### config.mk
export PLATFORM = sky130hd
export DESIGN_NAME = graph_mem_arbiter
export DESIGN_NICKNAME = d
export VERILOG_FILES = /design/src/rtl/graph_mem_arbiter.sv
export SDC_FILE = /design/constraint.sdc
export NUM_CORES = 1
export LEC_CHECK = 0
export BUFFER_PORTS_ARGS = -buffer_cell sky130_fd_sc_hd__buf_2
export CAP_MARGIN = 20
export CORE_MARGIN = 2
export CORE_UTILIZATION = 35
export DETAILED_ROUTE_END_ITERATION = 10
export PLACE_DENSITY = 0.68
export SYNTH_ARGS = -nofsm -noshare
export SYNTH_HDL_FRONTEND = slang
export SYNTH_SLANG_ARGS = --single-unit
### constraint.sdc
create_clock -name clk_in -period 8.15 [get_ports clk_in]
set_clock_uncertainty 0.15 [all_clocks]
set_input_delay 2.445 -clock clk_in [delete_from_list [all_inputs] [get_ports clk_in]]
set_output_delay 2.445 -clock clk_in [all_outputs]
set_load 0.03 [all_outputs]
### src/rtl/graph_mem_arbiter.sv
// graph_mem_arbiter: round-robin sharing of one graph_memory port among NUM_REQ requesters,
// with an in-order tag FIFO that steers each memory response back to its issuer.
module graph_mem_arbiter #(
  parameter int NUM_REQ      = 4,
  parameter int ADDR_WIDTH   = 32,
  parameter int DATA_WIDTH   = 32,
  parameter int MAX_INFLIGHT = 4
) (
  input  logic                          clk_in,
  input  logic                          rst_in,
  input  logic [NUM_REQ-1:0]            req_valid_in,
  input  logic [NUM_REQ*ADDR_WIDTH-1:0] req_addr_in,
  output logic [NUM_REQ-1:0]            req_ready_out,
  output logic [NUM_REQ-1:0]            resp_valid_out,
  output logic [DATA_WIDTH-1:0]         resp_data_out,
  output logic                          mem_valid_out,
  output logic [ADDR_WIDTH-1:0]         mem_req_out,
  input  logic                          mem_valid_in,
  input  logic [DATA_WIDTH-1:0]         mem_data_in,
  output logic                          busy_out,
  output logic                          err_out
);
  localparam int PW = $clog2(NUM_REQ);
  localparam int FW = $clog2(MAX_INFLIGHT);
  localparam int CW = FW + 1;

  logic [PW-1:0]         ptr_q, ptr_d, off, gnt_idx;
  logic [PW:0]           sum;
  logic [2*NUM_REQ-1:0]  dbl;
  logic [NUM_REQ-1:0]    rot;
  logic [ADDR_WIDTH-1:0] gnt_addr;
  logic [PW-1:0]         tag_q [MAX_INFLIGHT];
  logic [FW-1:0]         wr_q, rd_q;
  logic [CW-1:0]         cnt_q, cnt_d;
  logic                  push, pop;
  logic                  mem_valid_q, busy_q, err_q;
  logic [ADDR_WIDTH-1:0] mem_req_q;
  logic [NUM_REQ-1:0]    resp_valid_q;
  logic [DATA_WIDTH-1:0] resp_data_q;

  // Rotate valids so bit 0 is the pointer's requester; lowest set bit wins.
  assign dbl = {req_valid_in, req_valid_in} >> ptr_q;
  assign rot = dbl[NUM_REQ-1:0];

  always_comb begin
    off = '0;
    for (int k = NUM_REQ - 1; k >= 0; k--) if (rot[k]) off = PW'(k);
  end

  assign sum     = {1'b0, ptr_q} + {1'b0, off};
  assign gnt_idx = (sum >= (PW+1)'(NUM_REQ)) ? PW'(sum - (PW+1)'(NUM_REQ)) : PW'(sum);
  assign ptr_d   = (gnt_idx == PW'(NUM_REQ - 1)) ? '0 : gnt_idx + 1'b1;
  assign push    = (|rot) && (cnt_q < CW'(MAX_INFLIGHT));
  assign pop     = mem_valid_in && (cnt_q != '0);
  assign cnt_d   = cnt_q + CW'(push) - CW'(pop);

  assign req_ready_out = push ? (NUM_REQ'(1) << gnt_idx) : '0;

  always_comb begin
    gnt_addr = '0;
    for (int i = 0; i < NUM_REQ; i++)
      if (gnt_idx == PW'(i)) gnt_addr = req_addr_in[i*ADDR_WIDTH +: ADDR_WIDTH];
  end

  always_ff @(posedge clk_in)
    if (push) tag_q[wr_q] <= gnt_idx;

  always_ff @(posedge clk_in) begin
    if (rst_in) begin
      ptr_q        <= '0;
      wr_q         <= '0;
      rd_q         <= '0;
      cnt_q        <= '0;
      mem_valid_q  <= 1'b0;
      mem_req_q    <= '0;
      resp_valid_q <= '0;
      resp_data_q  <= '0;
      busy_q       <= 1'b0;
      err_q        <= 1'b0;
    end else begin
      mem_valid_q  <= push;
      resp_valid_q <= pop ? (NUM_REQ'(1) << tag_q[rd_q]) : '0;
      cnt_q        <= cnt_d;
      busy_q       <= cnt_d != '0;
      if (push) begin
        mem_req_q <= gnt_addr;
        ptr_q     <= ptr_d;
        wr_q      <= wr_q + 1'b1;
      end
      if (pop) begin
        rd_q        <= rd_q + 1'b1;
        resp_data_q <= mem_data_in;
      end
      if (mem_valid_in && !pop) err_q <= 1'b1;
    end
  end

  assign mem_valid_out  = mem_valid_q;
  assign mem_req_out    = mem_req_q;
  assign resp_valid_out = resp_valid_q;
  assign resp_data_out  = resp_data_q;
  assign busy_out       = busy_q;
  assign err_out        = err_q;
endmodule

Word level (Yosys, flattened, before mapping)
Memory sizes are Yosys's and may differ from the RTL's. A register that Yosys moved wholly into a read port is not among the register bits. Index checks and enable logic that the tools add are counted.

$add $sub $neg: 7. Multiplexer cells: 15. Order comparisons: 2. Bitwise gates (word level): 1. Shifts and indexed selects: 3. Equal/unequal tests: 3. Reduce and logical (&&, ||, !) cells: 9.

Operators with widths (count): 2-to-1 mux 32 bit (4); 2-to-1 mux 2 bit (8); << shifter 1 x 2 -> 4 bit, first input constant (2); right shift 8 x 2 -> 4 bit (1); adder 2 x 1 -> 2 bit, second input constant (3); nonzero test 3 bit (2); equality test 2 bit, second input constant (2); 2-to-1 mux 4 bit (1); OR reduction 4 bit (1); adder 2 x 2 -> 3 bit (1); adder 3 x 1 -> 3 bit (1); >= comparator 3 bit, second input constant (1); logical AND 1 bit (3); less-than comparator 3 bit, second input constant (1); subtractor 3 x 1 -> 3 bit (1); equality test 2 x 1 -> 1 bit, second input constant (1); zero test 2 bit (1); 2-to-1 mux 1 bit (2); OR reduction 2 bit (1); subtractor 2 x 1 -> 2 bit, second input constant (1); zero test 1 bit (1); NOT 1 bit (1).

Memories: 1. Flip-flop bits (word level): 80. Input port bits: 167. RAM bits: 8. Output and inout bits: 75.

Memories: tag_q (words 4, bits a word 2, rd ports 1, clocked after Yosys merged registers in 1, wr ports 1, RTL line 32) `logic [PW-1:0] tag_q [MAX_INFLIGHT];`.

Longest topological paths before layout
Word-level depth: 13. Mapped depth: 15.

Worst setup path after synthesis
No wires, ideal clock.

Kind: in2out. Start point: in req_valid_in[2]. End point: out req_ready_out[3]. Slack: 0.646 ns. Arrival time: 4.909 ns. Buffers on the path: 3. Stages on the path: 12. Data required time: 5.555 ns. Cells stage by stage: buf_2 > nor2_1 > nor3_1 > a21oi_1 > o21ai_0 > ha_1 > xnor2_1 > xor2_1 > ha_1 > clkbuf_1 > clkbuf_1 > and2_1.

Cells in the longest elaborated chain, start to end: 10. Elaborated cells between the ends (all ways): 13. Those cells by class: add/sub (2); order compare (1); shift (2); mux (6); reduce/logical (2).

Ends and longest elaborated chain: from (decl) (RTL line 11) `input logic [NUM_REQ-1:0] req_valid_in,`; right shift 8 x 2 -> 4 bit (*) (RTL line 42) `assign dbl = {req_valid_in, req_valid_in} >> ptr_q;`; 2-to-1 mux 2 bit (3 in series) (RTL line 47) `for (int k = NUM_REQ - 1; k >= 0; k--) if (rot[k]) off = PW'(k);`; 2-to-1 mux 2 bit (*) (RTL line 47); adder 2 x 2 -> 3 bit (*) (RTL line 50) `assign sum = {1'b0, ptr_q} + {1'b0, off};`; >= comparator 3 bit or subtractor 2 x 1 -> 2 bit (tied branches) (RTL line 51) `assign gnt_idx = (sum >= (PW+1)'(NUM_REQ)) ? PW'(sum - (PW+1)'(NUM_REQ)) : PW'(sum);`; 2-to-1 mux 2 bit (*) (RTL line 51); net gnt_idx[1] (RTL line 27) `logic [PW-1:0] ptr_q, ptr_d, off, gnt_idx;`; << shifter 1 x 2 -> 4 bit (*) (RTL line 57) `assign req_ready_out = push ? (NUM_REQ'(1) << gnt_idx) : '0;`; 2-to-1 mux 4 bit (*) (RTL line 57); to (decl) (RTL line 13) `output logic [NUM_REQ-1:0] req_ready_out,`.

The timed path passes the listed nets; every way through them passes the cells marked *.

Worst setup path in the final report
Same ends and word-level chain as after synthesis.

==> results.toml <==
[run_status]
outcome = "completed"

[clock_network]
clkLatencyLatePin_ns = 0.34
htree_levels = 3
cts_setup_buffers = 0
cts_tree = "yes"
cts_made_buffers = 9
cts_root_buf = "clkbuf_16"
cts_hold_buf = 0
post_cts_resized = 0
cts.reportedPaths.clkPinSlew_ns = 0.06
numClockSinks = 90
clockBufferDepth = 2

[cells_and_area]
drive_above_1_share_pct = 35.5
final_nets = 940
areaGrowthSynthToFinish_pct = 35.2
nFillCells = 1341
finalNonFillerCells = 939

[placement]
post-place-ws_ns = 0.954
place_inst = 922
port-buffer-count = 241
gp_congestion = 0.778
hpwl_mm = 9.63

[synth]
synth_edf_count = 8
yosys_register_bits = 90
synthesis.nets = 732
synthCells = 553
syn_avg_cell_area_sq_um = 8.08
ys_top_cells_by_area = "dfxtp_1 (37%), a21oi_1 (7.8%), a221oi_1 (6.3%)"
async_flop_share_pct = 0
synthesis.area_sq_um = 4470
yosys.area.top_type_share_pct = 36.8
synth.distinct_cells = 34
yosys_warnings = 0
ys_seq_area_share_pct = 42.1
synth_ff_type = "dfxtp_1"
yosysTopAreaCell = "dfxtp_1"

[power_and_ir_drop]
p_leak_nw = 2.82
power_mw = 2.58
irDropWorstVdd_mv = 0.183
power.density_nw_per_um2 = 427

[timing]
setup_viol = 0
fin_crit_ns = 7.21
whs_ns = 0.301
setup_ws_ns = 0.940
tightest_slew_ns = 0.894
rsz0062_at_grt = "false"
fin_tns_setup_ns = 0
hold_viol = 0
slew_viol_final = 0
fmax_ghz = 0.139
slew_headroom_pct = 40.4
post-route-period-util_pct = 88.5

[drt]
dr.first_iter.drc_count = 231
drc = 0
drt-total-wl_mm = 13.8
viasPerCell = 4.98
final_antenna_net_count = 0
routedWlPerCell_um = 14.7
firstDrtPassIters = 5
route.vias.total = 4673

[critical_path]
start_kind = "input port"
critPathKind = "in2out"
cp_data_arrival_time_ns = 4.62
r2r_setup_slack_ns = 4.51
critPathMaxFanout = 8
crit_family = "XOR/XNOR gates"
crit_path_end_kind = "primary output"
crit_chain = "buf_2, nor2_1, nor3_1, a21oi_1, o21ai_0, ha_1, xnor2_1, xor2_1, ha_2, and2_1, buf_2"
crit_required_ns = 5.56
cp_num_buf_inv = 2
critPathSlowestCell = "xor2_1"
cpMostUsedCell = "buf_2"
max_stage_delay_ns = 0.41

[global_routing]
antenna_found_initial = 2
grt-ovfl-total = 0
grt_max_degree = 80
grt_pass1_wl_mm = 21.0
grt_usage_pct = 19.7
grt_pass1_vias = 4306

[floorplan]
core_sq_um = 12500
fp.dieH_um = 117
initial_core_util_pct = 35.7
rows = 41
ios = 242
die_w_um = 117
die-area_sq_um = 13700

[flow_run]
maxCapViolations = 0

[min_path]
hold_path_class = "reg2reg"
==> synth_stat cells, types with 6 or more instances <==
library cell and count:
a211oi_1 32, xnor2_1 6, nor3_1 35, clkbuf_1 33, nand3b_1 32, buf_2 15, a221oi_1 32, inv_1 40
nor2_1 50, edfxtp_1 8, a21oi_1 70, nand2_1 72, ha_1 11, and2_1 8, dfxtp_1 82
==> tightest hold or removal path, delay by kind of cell, from the launching register on <==
kind | cells | cell delay [ns]
and+or+nand+nor | 1 | 0.05
DFF | 1 | 0.31
AOI/OAI and AO/OA | 1 | 0.05
==> cell families after synthesis <==
family          Yosys count  synth area share (%)
mux                       2                  1.01
fa+ha+maj                12                  3.53
compound gates          142                  21.3
flops                    90                  42.1
buf+inv                  93                  8.57
xor+xnor                  8                  1.57
simple gates            206                  21.9
==> power breakdown <==
group | internal [mW] | switching [mW]
clock network | 0.248 | 0.178
registers | 0.598 | 0.0745
logic | 0.552 | 0.931
total | 1.40 | 1.18
==> flip-flops by register name (all words and copies together) (netlist names), named ones only <==
signal,count
busy_out,1
cnt_q,3
err_out,1
mem_req_out,32
mem_valid_out,1
ptr_q,2
rd_q,2
resp_data_out,32
resp_valid_out,4
tag_q,8
wr_q,2
==> metrics by stage <==
stage | cell area, sq um | utilization (%)
after floorplan | 4470 | -
after global placement | 5730 | 45.8
after detailed placement | 5730 | 45.8
after CTS | 6040 | 48.2
after global routing | 6040 | 48.2
final | 6040 | 48.2
==> metal layers <==
| layer | wire length, um | GRT usage, % |
|---|---|---|
| met1 | 5770 | 23.7 |
| met2 | 6520 | 32.5 |
| met3 | 1310 | 6.90 |
| met4 | 237 | 7.14 |
| met5 | 0 | 0 |
==> worst paths after layout <==
path | to | cells after the start | startpoint
max | req_ready_out[3] | 11 | req_valid_in[2]
min | resp_data_out[1]$_SDFFE_PP0P_ | 2 | resp_data_out[1]$_SDFFE_PP0P_
max reg2reg | mem_req_out[7]$_SDFFE_PP0P_ | 12 | ptr_q[0]$_SDFFE_PP0P_
min reg2reg | resp_data_out[1]$_SDFFE_PP0P_ | 2 | resp_data_out[1]$_SDFFE_PP0P_
==> layout make-up <==
cell class / instances / area [sq um] / share of cell area, %
Antenna cell: 1 / 2.50 / 0.0414
Clock buffer: 11 / 243 / 4.02
Clock inverter: 5 / 62.6 / 1.04
Inverter: 42 / 158 / 2.61
Multi-Input combinational cell: 370 / 2220 / 36.7
Sequential cell: 90 / 1880 / 31.2
Tap cell: 172 / 215 / 3.56
Timing Repair Buffer: 248 / 1260 / 20.8
==> layout by cell type, fill, tap and decap left out, types with 3 or more instances in the layout <==
cell type  instances
buf_2            241
dfxtp_1           82
nand2_1           72
a21oi_1           70
nor2_1            50
inv_1             40
nor3_1            35
nand3b_1          32
a221oi_1          32
a211oi_1          32
clkbuf_16          9
and2_1             8
ha_1               8
edfxtp_1           8
buf_4              7
xnor2_1            6
ha_2               3
No activity file was read; power rests on OpenSTA's default activity.
